--- config.mk ---
export PLATFORM = sky130hd
export DESIGN_NAME = fighter_anim_seq
export DESIGN_NICKNAME = d
export VERILOG_FILES = /design/src/rtl/fighter_pkg.sv /design/src/rtl/anim_hold_timer.sv /design/src/rtl/fighter_anim_seq.sv
export SDC_FILE = /design/constraint.sdc
export NUM_CORES = 1
export LEC_CHECK = 0
export ABC_AREA = 0
export CAP_MARGIN = 25
export CORE_ASPECT_RATIO = 0.7
export CORE_UTILIZATION = 50
export CTS_BUF_LIST = sky130_fd_sc_hd__clkbuf_8
export CTS_CLUSTER_DIAMETER = 80
export DETAILED_ROUTE_END_ITERATION = 8
export GPL_ROUTABILITY_DRIVEN = 0
export PLACE_DENSITY = 0.73
export SLEW_MARGIN = 0
export SYNTH_ARGS = -nofsm -noshare
export SYNTH_HDL_FRONTEND = slang
export SYNTH_SLANG_ARGS = --single-unit
--- constraint.sdc ---
create_clock -name Clk -period 4.2 [get_ports Clk]
set_input_delay 0.84 -clock Clk [delete_from_list [all_inputs] [get_ports Clk]]
set_output_delay 0.84 -clock Clk [all_outputs]
set_load 0.05 [all_outputs]
--- src/rtl/fighter_pkg.sv ---
// Shared types and constants for the fighter animation sequencer:
// state encoding, sprite pose indices and per-action pose counts.
package fighter_pkg;

  typedef enum logic [2:0] {
    S_IDLE,
    S_WALK,
    S_KICK,
    S_PUNCH,
    S_JUMP,
    S_DODGE
  } fighter_state_t;

  localparam logic [3:0] SPR_IDLE   = 4'd0;
  localparam logic [3:0] SPR_WALK0  = 4'd1;
  localparam logic [3:0] SPR_WALK1  = 4'd2;
  localparam logic [3:0] SPR_KICK0  = 4'd3;
  localparam logic [3:0] SPR_KICK1  = 4'd4;
  localparam logic [3:0] SPR_KICK2  = 4'd5;
  localparam logic [3:0] SPR_PUNCH0 = 4'd6;
  localparam logic [3:0] SPR_PUNCH1 = 4'd7;
  localparam logic [3:0] SPR_JUMP   = 4'd8;
  localparam logic [3:0] SPR_DODGE0 = 4'd9;
  localparam logic [3:0] SPR_DODGE1 = 4'd10;

  localparam int KICK_POSES  = 3;
  localparam int PUNCH_POSES = 2;
  localparam int DODGE_POSES = 2;

  // Only the middle kick pose and the second punch pose can land a hit.
  function automatic logic is_attack_pose(input logic [3:0] spr);
    return (spr == SPR_KICK1) || (spr == SPR_PUNCH1);
  endfunction

  function automatic logic [1:0] pose_last(input fighter_state_t s);
    logic [1:0] last;
    last = 2'd0;
    case (s)
      S_KICK:  last = 2'(KICK_POSES - 1);
      S_PUNCH: last = 2'(PUNCH_POSES - 1);
      S_DODGE: last = 2'(DODGE_POSES - 1);
      default: last = 2'd0;
    endcase
    return last;
  endfunction

endpackage

--- src/rtl/anim_hold_timer.sv ---
// Counts frame ticks within the current pose; pulses pose_advance on the
// tick that completes HOLD_FRAMES ticks since the last restart.
module anim_hold_timer #(
  parameter int HOLD_FRAMES = 4
) (
  input  logic Clk,
  input  logic Reset,
  input  logic frame_tick,
  input  logic restart,
  output logic pose_advance
);

  localparam int CW = (HOLD_FRAMES > 1) ? $clog2(HOLD_FRAMES) : 1;

  logic [CW-1:0] cnt_reg;
  logic          at_last;

  assign at_last      = (cnt_reg == CW'(HOLD_FRAMES - 1));
  assign pose_advance = frame_tick && !restart && at_last;

  // A restart tick is itself the first tick of the new pose.
  always_ff @(posedge Clk or posedge Reset) begin
    if (Reset) begin
      cnt_reg <= '0;
    end else if (restart) begin
      cnt_reg <= '0;
    end else if (frame_tick) begin
      cnt_reg <= at_last ? '0 : cnt_reg + 1'b1;
    end
  end

endmodule

--- src/rtl/fighter_anim_seq.sv ---
// Frame-paced fighter animation sequencer: pose, position, jump height,
// facing and attack window. Define FIGHTER_AIR_CONTROL_EN for mid-air steering.
module fighter_anim_seq
  import fighter_pkg::*;
#(
  parameter int X_MIN       = 0,
  parameter int X_MAX       = 590,
  parameter int X_START     = 100,
  parameter int STEP        = 2,
  parameter int HOLD_FRAMES = 4,
  parameter int JUMP_H      = 32,
  parameter int JUMP_STEP   = 4
) (
  input  logic       Clk,
  input  logic       Reset,
  input  logic       frame_tick,
  input  logic       stand_left,
  input  logic       stand_right,
  input  logic       left,
  input  logic       right,
  input  logic       kick,
  input  logic       fight,
  input  logic       jump,
  input  logic       dodge,
  output logic [3:0] sprite_id,
  output logic [9:0] pos_x,
  output logic [7:0] jump_y,
  output logic       facing_left,
  output logic       busy,
  output logic       attack_active
);

  fighter_state_t state_reg;
  fighter_state_t sel_state;
  logic [1:0]     pose_idx_reg;
  logic           rising_reg;
  logic           walk_req;
  logic           restart;
  logic           pose_advance;

  function automatic logic [9:0] step_x(input logic [9:0] x, input logic go_left);
    int nx;
    nx = go_left ? int'(x) - STEP : int'(x) + STEP;
    if (nx < X_MIN) nx = X_MIN;
    if (nx > X_MAX) nx = X_MAX;
    return 10'(nx);
  endfunction

  assign walk_req = left ^ right;

  always_comb begin
    sel_state = S_IDLE;
    if (jump)          sel_state = S_JUMP;
    else if (kick)     sel_state = S_KICK;
    else if (fight)    sel_state = S_PUNCH;
    else if (dodge)    sel_state = S_DODGE;
    else if (walk_req) sel_state = S_WALK;
  end

  // Continuing a walk keeps the pose timer running so the stride alternates.
  assign restart = frame_tick
                && ((state_reg == S_IDLE) || (state_reg == S_WALK))
                && !((state_reg == S_WALK) && (sel_state == S_WALK));

  anim_hold_timer #(
    .HOLD_FRAMES(HOLD_FRAMES)
  ) u_hold_timer (
    .Clk         (Clk),
    .Reset       (Reset),
    .frame_tick  (frame_tick),
    .restart     (restart),
    .pose_advance(pose_advance)
  );

  always_ff @(posedge Clk or posedge Reset) begin
    if (Reset) begin
      state_reg     <= S_IDLE;
      pose_idx_reg  <= 2'd0;
      rising_reg    <= 1'b1;
      sprite_id     <= SPR_IDLE;
      pos_x         <= 10'(X_START);
      jump_y        <= 8'd0;
      facing_left   <= 1'b0;
      busy          <= 1'b0;
      attack_active <= 1'b0;
    end else begin
      if (stand_left && !stand_right) begin
        facing_left <= 1'b1;
      end else if (!stand_left && stand_right) begin
        facing_left <= 1'b0;
      end

      if (frame_tick) begin
        unique case (state_reg)
          S_IDLE, S_WALK: begin
            state_reg     <= sel_state;
            pose_idx_reg  <= 2'd0;
            rising_reg    <= 1'b1;
            attack_active <= 1'b0;
            case (sel_state)
              S_JUMP: begin
                sprite_id <= SPR_JUMP;
                busy      <= 1'b1;
              end
              S_KICK: begin
                sprite_id <= SPR_KICK0;
                busy      <= 1'b1;
              end
              S_PUNCH: begin
                sprite_id <= SPR_PUNCH0;
                busy      <= 1'b1;
              end
              S_DODGE: begin
                sprite_id <= SPR_DODGE0;
                busy      <= 1'b1;
              end
              S_WALK: begin
                busy  <= 1'b0;
                pos_x <= step_x(pos_x, left);
                if (state_reg != S_WALK) begin
                  sprite_id <= SPR_WALK0;
                end else if (pose_advance) begin
                  sprite_id <= (sprite_id == SPR_WALK0) ? SPR_WALK1 : SPR_WALK0;
                end
              end
              default: begin
                sprite_id <= SPR_IDLE;
                busy      <= 1'b0;
              end
            endcase
          end

          S_KICK, S_PUNCH, S_DODGE: begin
            if (pose_advance) begin
              if (pose_idx_reg == pose_last(state_reg)) begin
                state_reg     <= S_IDLE;
                pose_idx_reg  <= 2'd0;
                sprite_id     <= SPR_IDLE;
                busy          <= 1'b0;
                attack_active <= 1'b0;
              end else begin
                // Poses of one action use consecutive sprite indices.
                pose_idx_reg  <= pose_idx_reg + 2'd1;
                sprite_id     <= sprite_id + 4'd1;
                attack_active <= is_attack_pose(sprite_id + 4'd1);
              end
            end
          end

          S_JUMP: begin
`ifdef FIGHTER_AIR_CONTROL_EN
            if (walk_req) begin
              pos_x <= step_x(pos_x, left);
            end
`endif
            if (rising_reg) begin
              if (int'(jump_y) + JUMP_STEP >= JUMP_H) begin
                jump_y     <= 8'(JUMP_H);
                rising_reg <= 1'b0;
              end else begin
                jump_y <= jump_y + 8'(JUMP_STEP);
              end
            end else if (int'(jump_y) <= JUMP_STEP) begin
              jump_y     <= 8'd0;
              rising_reg <= 1'b1;
              state_reg  <= S_IDLE;
              sprite_id  <= SPR_IDLE;
              busy       <= 1'b0;
            end else begin
              jump_y <= jump_y - 8'(JUMP_STEP);
            end
          end

          default: begin
            state_reg <= S_IDLE;
          end
        endcase
      end
    end
  end

endmodule

==> flow_metrics.py, run 1 <==
metrics = {
    "clock_network": {
        "clockBufferDepth": 2,
        "post-cts-setup-buffer-count": 0,
        "clock_latency_ns": 0.28,
        "htree_num_levels": 2,
        "cts-root-buf": "clkbuf_8",
        "cts_tree": "done",
        "hold_buffers": 0,
        "cts_resized": 0,
        "clock_sink_count": 31,
        "clkSlewWorstSetupHoldPaths_ns": 0.06,
        "cts_inserted_buffers": 5,
    },
    "layout": {
        "final_nets": 350,
        "diodes": 0,
        "largest_register_ffs": 10,
        "syn2layout_area_growth_pct": 16.79,
        "reg.largest.list": "pos_x: 10 flops, jump_y: 6 flops, sprite_id: 4 flops",
        "max_flop_register": "pos_x",
        "drive_gt1_frac": 0.1258,
    },
    "sta": {
        "finalCritPeriodShare": 0.7041,
        "finalSetupTns_ns": 0,
        "layout_setup_ws_ns": 1.243,
        "worst_pin_slew_ns": 0.7447,
        "setup_violations": 0,
        "maxSlewViolCount": 0,
        "final_hold_viol_count": 0,
        "timing.final.crit_period_ns": 2.957,
        "whs_ns": 0.5136,
        "rsz0062_at_grt": "no",
        "fin_skew_ns": 0.01041,
        "relSlewSlack": 0.4990,
        "clock.fmax_ghz": 0.3382,
    },
    "min_path": {
        "min_to": "busy",
        "holdCritStartpoint": "busy",
        "whs_path_depth": 1,
        "min_path_type": "register to register",
    },
    "setup_path": {
        "r2r_start": "pos_x[2]",
        "startpoint_type": "primary input",
        "required_ns": 4.34,
        "endpoint_kind": "register",
        "r2r_slack_ns": 1.81,
        "path_class": "primary input to register",
        "rr_endpoint": "pos_x[1]",
        "crit_fanout": 15,
        "rr_worst_depth": 8,
        "worst_ep_arrival_time_ns": 3.10,
    },
    "yosys": {
        "yosys_warnings": 0,
        "synth_commonest_cells": "dfrtp_1 (27), nand2_1 (23), inv_1 (22), nor2_1 (22), o21ai_0 (16)",
        "synth_area_sq_mm": 0.002600,
        "yosysTopAreaCellShare": 0.2599,
        "syn-mean-instance-area_sq_um": 8.904,
        "synth_simple_gate_area_frac": 0.2526,
        "synth_area_leaders": "dfrtp_1 (26%), ha_1 (6.7%), dfstp_2 (4.0%)",
        "post-synth-top-count-cell": "dfrtp_1",
        "synth_top_cell_by_area": "dfrtp_1",
        "synth_top_family_by_area": "compound AO/OA/AOI/OAI gates",
        "async_flop_share": 1.000,
        "synth-xor-area-share": 0.02647,
        "yosys.area_share.adder": 0.06737,
        "synth_ff_type": "dfrtp_1",
        "synth_cell_type_count": 77,
        "synthMuxAreaShare": 0.03128,
        "synth-edff-count": 0,
        "synth_compound_area_frac": 0.2584,
        "ys_seq_elements": 31,
        "synthesis.instances": 292,
        "ys_seq_area_frac": 0.3003,
    },
    "placed_design": {
        "io_buffers": 33,
        "dp_slack_ns": 0.9861,
        "post-dp-hpwl_mm": 4.765,
    },
    "global_route": {
        "grt_max_degree": 32,
        "grt_pass1_vias": 2105,
        "grt_util_met3": 0.05718,
        "grt-busiest-layer": "met1",
        "grt.overflow.total": 0,
        "grtUsageMet2": 0.3135,
        "grt_pass1_wl_mm": 10.61,
        "track_usage": 0.2488,
        "antenna_found_initial": 0,
        "globalRouteMet1Util": 0.4121,
    },
    "floorplanning": {
        "rows": 21,
        "initial_core_util": 0.5320,
        "io_pins": 36,
        "core_area_sq_mm": 0.004887,
        "die-width_microns": 88.19,
        "die_h_microns": 62.33,
        "dieArea_sq_mm": 0.005497,
    },
    "run_status": {
        "outcome": "finished, final reports clean",
    },
    "routing": {
        "drt-total-wl_mm": 6.300,
        "ant_nets": 0,
        "post_drt_wl_per_cell_microns": 15.95,
        "drt_iter0_drc": 201,
        "dr_total_vias": 2398,
        "first_pass_iters": 5,
        "drc": 0,
        "via_per_inst": 6.071,
    },
    "power_and_ir_drop": {
        "irDropWorstVdd_mv": 0.4352,
        "pwr_density_cell_mw_per_mm2": 614.6,
        "power_leakage_nw": 1.274,
        "finalPower_mw": 1.866,
    },
    "flow_run": {
        "cap_viol_max_count": 0,
    },
}
## final cells by class
class                      instances  area [sq um]
inverter                          22         82.58
fill                             452          1851
sequential                        31         780.7
multi-input combinational        230          1662
tap                               69         86.33
clock inverter                     3         11.26
timing repair buffer              35         345.3
clock buffer                       5         68.82
## per-stage QoR
stage               cell area (sq um)  instances  utilization
floorplan                        2604        293            -
global placement                 2957        387       0.6050
detailed placement               2957        387       0.6050
CTS                              3037        395       0.6214
global route                     3037        395       0.6214
finish                           3037        395       0.6214
## cells by family after synthesis
logic type,after synthesis
and+or+nand+nor,110
AOI/OAI and AO/OA,90
buffers and inverters,32
DFF,31
adders and majority gates,14
xor gates and xnor gates,7
muxes,7
other,1
## layer usage
layer / vias to the layer above / wire, microns / part of all wire
met2: 76 / 2436 / 0.39
met3: 5 / 430 / 0.068
met5: - / 0 / 0
met1: 1167 / 3382 / 0.54
met4: 0 / 50 / 0.0079
li1: 1150 / - / -
## cells in the final DEF, fill, tap and decap left out, types with 4 or more instances in the layout
master,n
xnor2_1,4
a21oi_1,15
nor2b_1,5
nand2_1,23
a31oi_1,7
a32oi_1,4
nand3_1,7
o21ai_0,16
clkbuf_8,5
dfrtp_1,27
dfstp_2,4
nor3_1,11
o31ai_1,4
ha_1,14
nor2_1,22
inv_1,25
and3_1,4
clkdlybuf4s50_1,33
o21ai_1,5
nand2b_1,5
## worst max-delay path: stages
cell and delay (ns):
clkdlybuf4s50_1 0.84, nor2b_1 0.21, a221o_1 0.38, a32oi_1 0.28, a221oi_2 0.14, o31ai_4 0.26
a32oi_1 0.13
## how the worst max path moves through the flow
stage | startpoint | to | slack (ns) | depth (start not counted)
final | left | pos_x[1] | 1.24 | 7
after CTS | left | pos_x[1] | 1.28 | 7
after floorplan | pos_x[1] | pos_x[1] | 1.82 | 8
after detailed placement | left | pos_x[1] | 0.99 | 7
after global routing | left | pos_x[3] | 1.13 | 7
after global placement | left | pos_x[1] | 1.09 | 7
## report_power, final
group          switching [mW]  internal [mW]  total (mW)
clock                   0.110          0.110       0.220
sequential              0.173          0.394       0.567
combinational           0.665          0.414        1.08
Power figures use the tool's default switching activity.
==> run 2, diff against run 1 <==
clock period = 3.1 ns   (was 4.2 ns; I/O delays follow)
==> run 2 against run 1 <==
  * Setup slack worse by 0.67 ns
  * Non-clock buffer count is 5 higher
  * Worst hold slack worse by 0.0046 ns
  * Power is 46% higher
  * Critical endpoint is now pos_x[0]
==> flow_metrics.py, run 2 (same netlist as run 1, synthesis figures left out) <==
metrics = {
    "routing": {
        "first_pass_iters": 5,
        "via_per_inst": 5.968,
        "dr_total_vias": 2387,
        "drt-total-wl_mm": 6.356,
        "ant_nets": 0,
        "post_drt_wl_per_cell_microns": 15.89,
        "drc": 0,
        "drt_iter0_drc": 143,
    },
    "clock_network": {
        "post-cts-setup-buffer-count": 0,
        "clock_sink_count": 31,
        "cts_resized": 0,
        "clkSlewWorstSetupHoldPaths_ns": 0.07,
        "clockBufferDepth": 2,
        "clock_latency_ns": 0.29,
        "hold_buffers": 0,
        "cts-root-buf": "clkbuf_8",
        "cts_inserted_buffers": 5,
        "htree_num_levels": 2,
        "cts_tree": "done",
    },
    "setup_path": {
        "max_stage_delay_ns": 0.56,
        "required_ns": 3.28,
        "crit_chain": "clkdlybuf4s50_1 > buf_4 > and3b_1 > a21oi_1 > xor2_1 > a221oi_2 > nor3_1 > o221a_1",
        "path_buf_inv": 2,
        "path_class": "primary input to register",
        "worst_ep_arrival_time_ns": 2.70,
        "crit_fanout": 10,
        "crit_family": "compound AO/OA/AOI/OAI gates",
        "critPathSlowestCell": "clkdlybuf4s50_1",
        "endpoint_kind": "register",
        "r2r_slack_ns": 0.59,
        "r2r_start": "pos_x[2]",
        "startpoint_type": "primary input",
        "rr_endpoint": "pos_x[2]",
        "rr_worst_depth": 8,
    },
    "sta": {
        "setup_violations": 0,
        "timing.final.crit_period_ns": 2.524,
        "fin_skew_ns": 0.005381,
        "rsz0062_at_grt": "no",
        "finalSetupTns_ns": 0,
        "clock.fmax_ghz": 0.3962,
        "worst_pin_slew_ns": 0.6870,
        "whs_ns": 0.5090,
        "layout_setup_ws_ns": 0.5757,
        "relSlewSlack": 0.5381,
        "maxSlewViolCount": 0,
        "finalCritPeriodShare": 0.8143,
        "final_hold_viol_count": 0,
    },
    "layout": {
        "stdcell_area_sq_mm": 0.003131,
        "diodes": 0,
        "syn2layout_area_growth_pct": 20.40,
        "most-common-layout-cells": "clkdlybuf4s50_1 (33), dfrtp_1 (27), nand2_1 (23), nor2_1 (22), inv_1 (22)",
        "layout_commonest_cell": "clkdlybuf4s50_1",
        "reg.largest.list": "pos_x: 10 flops, jump_y: 6 flops, sprite_id: 4 flops",
        "largest_register_ffs": 10,
        "drive_gt1_frac": 0.1480,
        "multi_input_area_sq_mm": 0.001662,
        "final_nets": 355,
        "fin_cells": 400,
        "seq_area_sq_um": 780.7,
        "max_flop_register": "pos_x",
        "fill_cells": 442,
    },
    "placed_design": {
        "io_buffers": 33,
        "dp_slack_ns": 0.3004,
        "post-dp-hpwl_mm": 4.773,
        "dp_cells": 392,
        "place_area_sq_mm": 0.002994,
    },
    "floorplanning": {
        "die-width_microns": 88.19,
        "initial_core_util": 0.5320,
        "die_h_microns": 62.33,
        "rows": 21,
        "core_area_sq_mm": 0.004887,
        "dieArea_sq_mm": 0.005497,
        "io_pins": 36,
    },
    "min_path": {
        "holdCritStartpoint": "attack_active",
        "min_to": "attack_active",
        "whs_path_depth": 1,
        "min_path_type": "register to register",
    },
    "power_and_ir_drop": {
        "p_comb_frac": 0.539,
        "power_leakage_nw": 1.312,
        "irDropWorstVdd_mv": 0.5101,
        "power_frac_clock": 0.178,
        "pwr-share-seq": 0.282,
        "p_sw_mw": 1.303,
        "p_int_mw": 1.415,
        "pwr_density_cell_mw_per_mm2": 868.3,
        "swShare": 0.4793,
    },
    "run_status": {
        "outcome": "finished, final reports clean",
    },
    "global_route": {
        "grt_pass1_wl_mm": 10.54,
        "antenna_found_initial": 0,
        "track_usage": 0.2501,
        "grt.overflow.total": 0,
        "grt_max_degree": 32,
        "grt_pass1_vias": 2072,
    },
    "flow_run": {
        "cap_viol_max_count": 0,
    },
}
==> run 2: cell types whose count changed in the layout (fill, tap and decap cells not counted) <==
cell / change
clkinvlp_4: +1
bufinv_16: +2
buf_4: +5
inv_1: -3
==> run 2: final cells by class <==
type	instances	share of cell area
Tap cell	69	0.02758
Multi-Input combinational cell	230	0.5308
Clock inverter	3	0.02158
Sequential cell	31	0.2494
Clock buffer	5	0.02198
Timing Repair Buffer	40	0.1223
Inverter	22	0.02638
==> run 2: routing by layer <==
metal / up-vias / wire length (microns) / track usage
met5: - / 0 / 0
met2: 84 / 2559 / 0.3260
met4: 0 / 95 / 0.05444
met3: 11 / 382 / 0.06250
li1: 1152 / - / -
met1: 1140 / 3318 / 0.4044
==> run 2: power groups by stage <==
stage | registers, mW | logic, mW | clock network (mW)
floorplan | 0.988 | 0.842 | 0
global placement | 0.767 | 1.43 | 0
detailed placement | 0.772 | 1.45 | 0
CTS | 0.765 | 1.46 | 0.492
global route | 0.802 | 1.60 | 0.515
finish | 0.768 | 1.47 | 0.485
==> run 2: worst max-delay path by stage <==
stage / start / to / slack [ns] / cells past startpoint
after floorplan: pos_x[1] / pos_x[1] / 0.72 / 8
after global placement: left / pos_x[0] / 0.37 / 8
after detailed placement: left / pos_x[0] / 0.30 / 8
after CTS: left / pos_x[0] / 0.61 / 8
after global routing: fight / state_reg[0] / 0.48 / 7
final: left / pos_x[0] / 0.58 / 8
==> run 2: worst register-to-register path, stage by stage (launching register included) <==
cell,delay (ns)
dfstp_2,0.59
inv_1,0.09
ha_1,0.37
nor2b_1,0.08
a221o_1,0.31
a32oi_1,0.37
a221oi_2,0.14
o31ai_4,0.28
a32oi_1,0.18
==> run 2: per-stage QoR <==
stage          utilization  power (mW)
5_1_grt             0.6406       2.913
3_5_place_dp        0.6126       2.223
2_1_floorplan            -       1.830
6_report            0.6406       2.718
4_1_cts             0.6406       2.719
3_3_place_gp        0.6126       2.197
==> run 3, diff against run 2 <==
clock period = 2.4 ns   (was 3.1 ns; I/O delays follow)
==> run 3 against run 2 <==
  * Via count is 6.2% higher
  * Non-clock buffer count is 29 higher
  * Setup slack worse by 0.52 ns
  * Worst hold slack better by 0.0094 ns
  * Clock power is 6.0% lower
  * First-iteration DRC count is 21% lower
  * Wire length is 6.8% higher
  * Register-to-register slack worse by 0.54 ns
  * Combinational power is 46% higher
  * Flip-flop and latch count stayed put
  * Clock skew is 0.0025 ns higher
  * Die area stayed put
  * Largest cell class unchanged
  * Largest power group unchanged
  * Highest routed layer unchanged
==> flow_metrics.py, run 3 (same netlist as run 1, synthesis figures left out) <==
metrics = {
    "clock_network": {
        "clockBufferDepth": 2,
        "clock_sink_count": 31,
        "htree_num_levels": 2,
        "cts-root-buf": "clkbuf_8",
        "cts_tree": "done",
        "clkSlewWorstSetupHoldPaths_ns": 0.07,
        "cts_inserted_buffers": 5,
        "clock_latency_ns": 0.29,
    },
    "global_route": {
        "grt_pass1_wl_mm": 11.52,
        "grt_pass1_vias": 2400,
        "track_usage": 0.2695,
        "antenna_found_initial": 0,
        "grt_max_degree": 32,
        "grt.overflow.total": 0,
    },
    "setup_path": {
        "worst_ep_arrival_time_ns": 2.51,
        "required_ns": 2.56,
        "rr_worst_depth": 8,
        "endpoint_kind": "register",
        "startpoint_type": "register",
        "crit_fanout": 4,
        "r2r_slack_ns": 0.05,
        "path_class": "register to register",
    },
    "layout": {
        "fin_cells": 429,
        "syn2layout_area_growth_pct": 29.07,
        "largest_register_ffs": 10,
        "fill_cells": 406,
        "reg.largest.list": "pos_x: 10 flops, jump_y: 6 flops, sprite_id: 4 flops",
        "layout_commonest_cell": "buf_4",
        "most-common-layout-cells": "buf_4 (36), clkdlybuf4s50_1 (31), dfrtp_1 (26), nand2_1 (23), inv_1 (23)",
        "drive_gt1_frac": 0.2250,
        "diodes": 0,
        "max_flop_register": "pos_x",
        "final_nets": 384,
    },
    "routing": {
        "dr_total_vias": 2534,
        "post_drt_wl_per_cell_microns": 15.82,
        "ant_nets": 0,
        "first_pass_iters": 4,
        "drt-total-wl_mm": 6.788,
        "drc": 0,
        "drt_iter0_drc": 113,
        "via_per_inst": 5.907,
    },
    "sta": {
        "worst_pin_slew_ns": 0.5263,
        "fin_skew_ns": 0.007836,
        "final_hold_viol_count": 0,
        "timing.final.crit_period_ns": 2.346,
        "layout_setup_ws_ns": 0.05407,
        "maxSlewViolCount": 0,
        "clock.fmax_ghz": 0.4263,
        "whs_ns": 0.5184,
        "relSlewSlack": 0.6491,
        "finalCritPeriodShare": 0.9775,
        "setup_violations": 0,
    },
    "floorplanning": {
        "core_area_sq_mm": 0.004887,
        "die-width_microns": 88.19,
        "initial_core_util": 0.5320,
        "die_h_microns": 62.33,
        "dieArea_sq_mm": 0.005497,
        "io_pins": 36,
        "rows": 21,
    },
    "power_and_ir_drop": {
        "irDropWorstVdd_mv": 0.5635,
        "p_comb_frac": 0.600,
        "pwr_density_cell_mw_per_mm2": 1061,
        "p_int_mw": 1.829,
        "swShare": 0.4866,
        "power_leakage_nw": 1.470,
        "power_frac_clock": 0.128,
        "p_sw_mw": 1.733,
        "pwr-share-seq": 0.272,
    },
    "placed_design": {
        "dp_slack_ns": -0.2006,
        "io_buffers": 33,
        "post-dp-hpwl_mm": 5.056,
        "dp_cells": 419,
    },
    "min_path": {
        "whs_path_depth": 1,
        "min_path_type": "register to register",
    },
    "flow_run": {
        "cap_viol_max_count": 0,
    },
    "run_status": {
        "outcome": "finished, final reports clean",
    },
}
[run 3: changes by cell type in the layout (fill, tap and decap cells not counted), moves of 2 or more]
cell and change:
bufinv_16 -2, clkdlybuf4s50_1 -2, buf_4 +29, dlymetal6s2s_1 +2, clkbuf_8 +2
[run 3: power groups by stage]
stage	clock [mW]	combinational [mW]	sequential [mW]
2_1_floorplan	0	1.09	1.28
3_3_place_gp	0	2.00	0.968
3_5_place_dp	0	2.02	0.980
4_1_cts	0.463	2.05	0.974
5_1_grt	0.487	2.32	1.01
6_report	0.456	2.14	0.969
[run 3: routing by layer]
metal	vias to the layer above	track usage	routed length, microns
met3	7	0.07048	398
li1	1222	-	-
met4	0	0.06855	64
met2	78	0.3731	2870
met5	-	0	0
met1	1227	0.4109	3455
[run 3: final cells by class]
cell class              instances  area (sq um)  area share
clock buffers                   7         96.34     0.02871
multi-input cells             230          1699      0.5063
well taps                      69         86.33     0.02573
repair buffers                 69         605.6      0.1805
clock inverters                 1         3.754    0.001119
flip-flops and latches         31         782.0      0.2330
inverters                      22         82.58     0.02461
[run 3: path summary, 6_finish.rpt]
path,from,end
hold reg to reg,attack_active,attack_active
hold / removal,attack_active,attack_active
max in group asynchronous,Reset,rising_reg
setup reg to reg,pos_x[2],pos_x[1]
min in group asynchronous,Reset,pos_x[8]
setup / recovery,pos_x[2],pos_x[1]
[run 3: through the flow]
| step | cell area (sq um) | setup TNS [ns] | total power, mW | utilization |
|---|---|---|---|---|
| CTS | 3304 | 0 | 3.487 | 0.6761 |
| finish | 3356 | 0 | 3.561 | 0.6866 |
| global route | 3356 | -0.01533 | 3.816 | 0.6866 |
| detailed placement | 3197 | -2.254 | 3.004 | 0.6541 |
| floorplan | 2604 | 0 | 2.363 | - |
| global placement | 3197 | -1.207 | 2.966 | 0.6541 |
[run 3: worst max-delay path, stage by stage, from the launching register on]
cell and delay, ns:
dfstp_2 0.55, inv_1 0.08, ha_4 0.30, nor2b_1 0.06, a221o_1 0.32, a32oi_2 0.32
a221oi_4 0.12, o31ai_4 0.32, a32oi_1 0.14
[run 3: what timing repair did]
action / in CTS / in global routing
pin swaps: 0 / 3
gates resized for setup: 1 / 6
hold buffers: 0 / 0
setup endpoints to repair: 1 / 8
setup buffers: 0 / 2
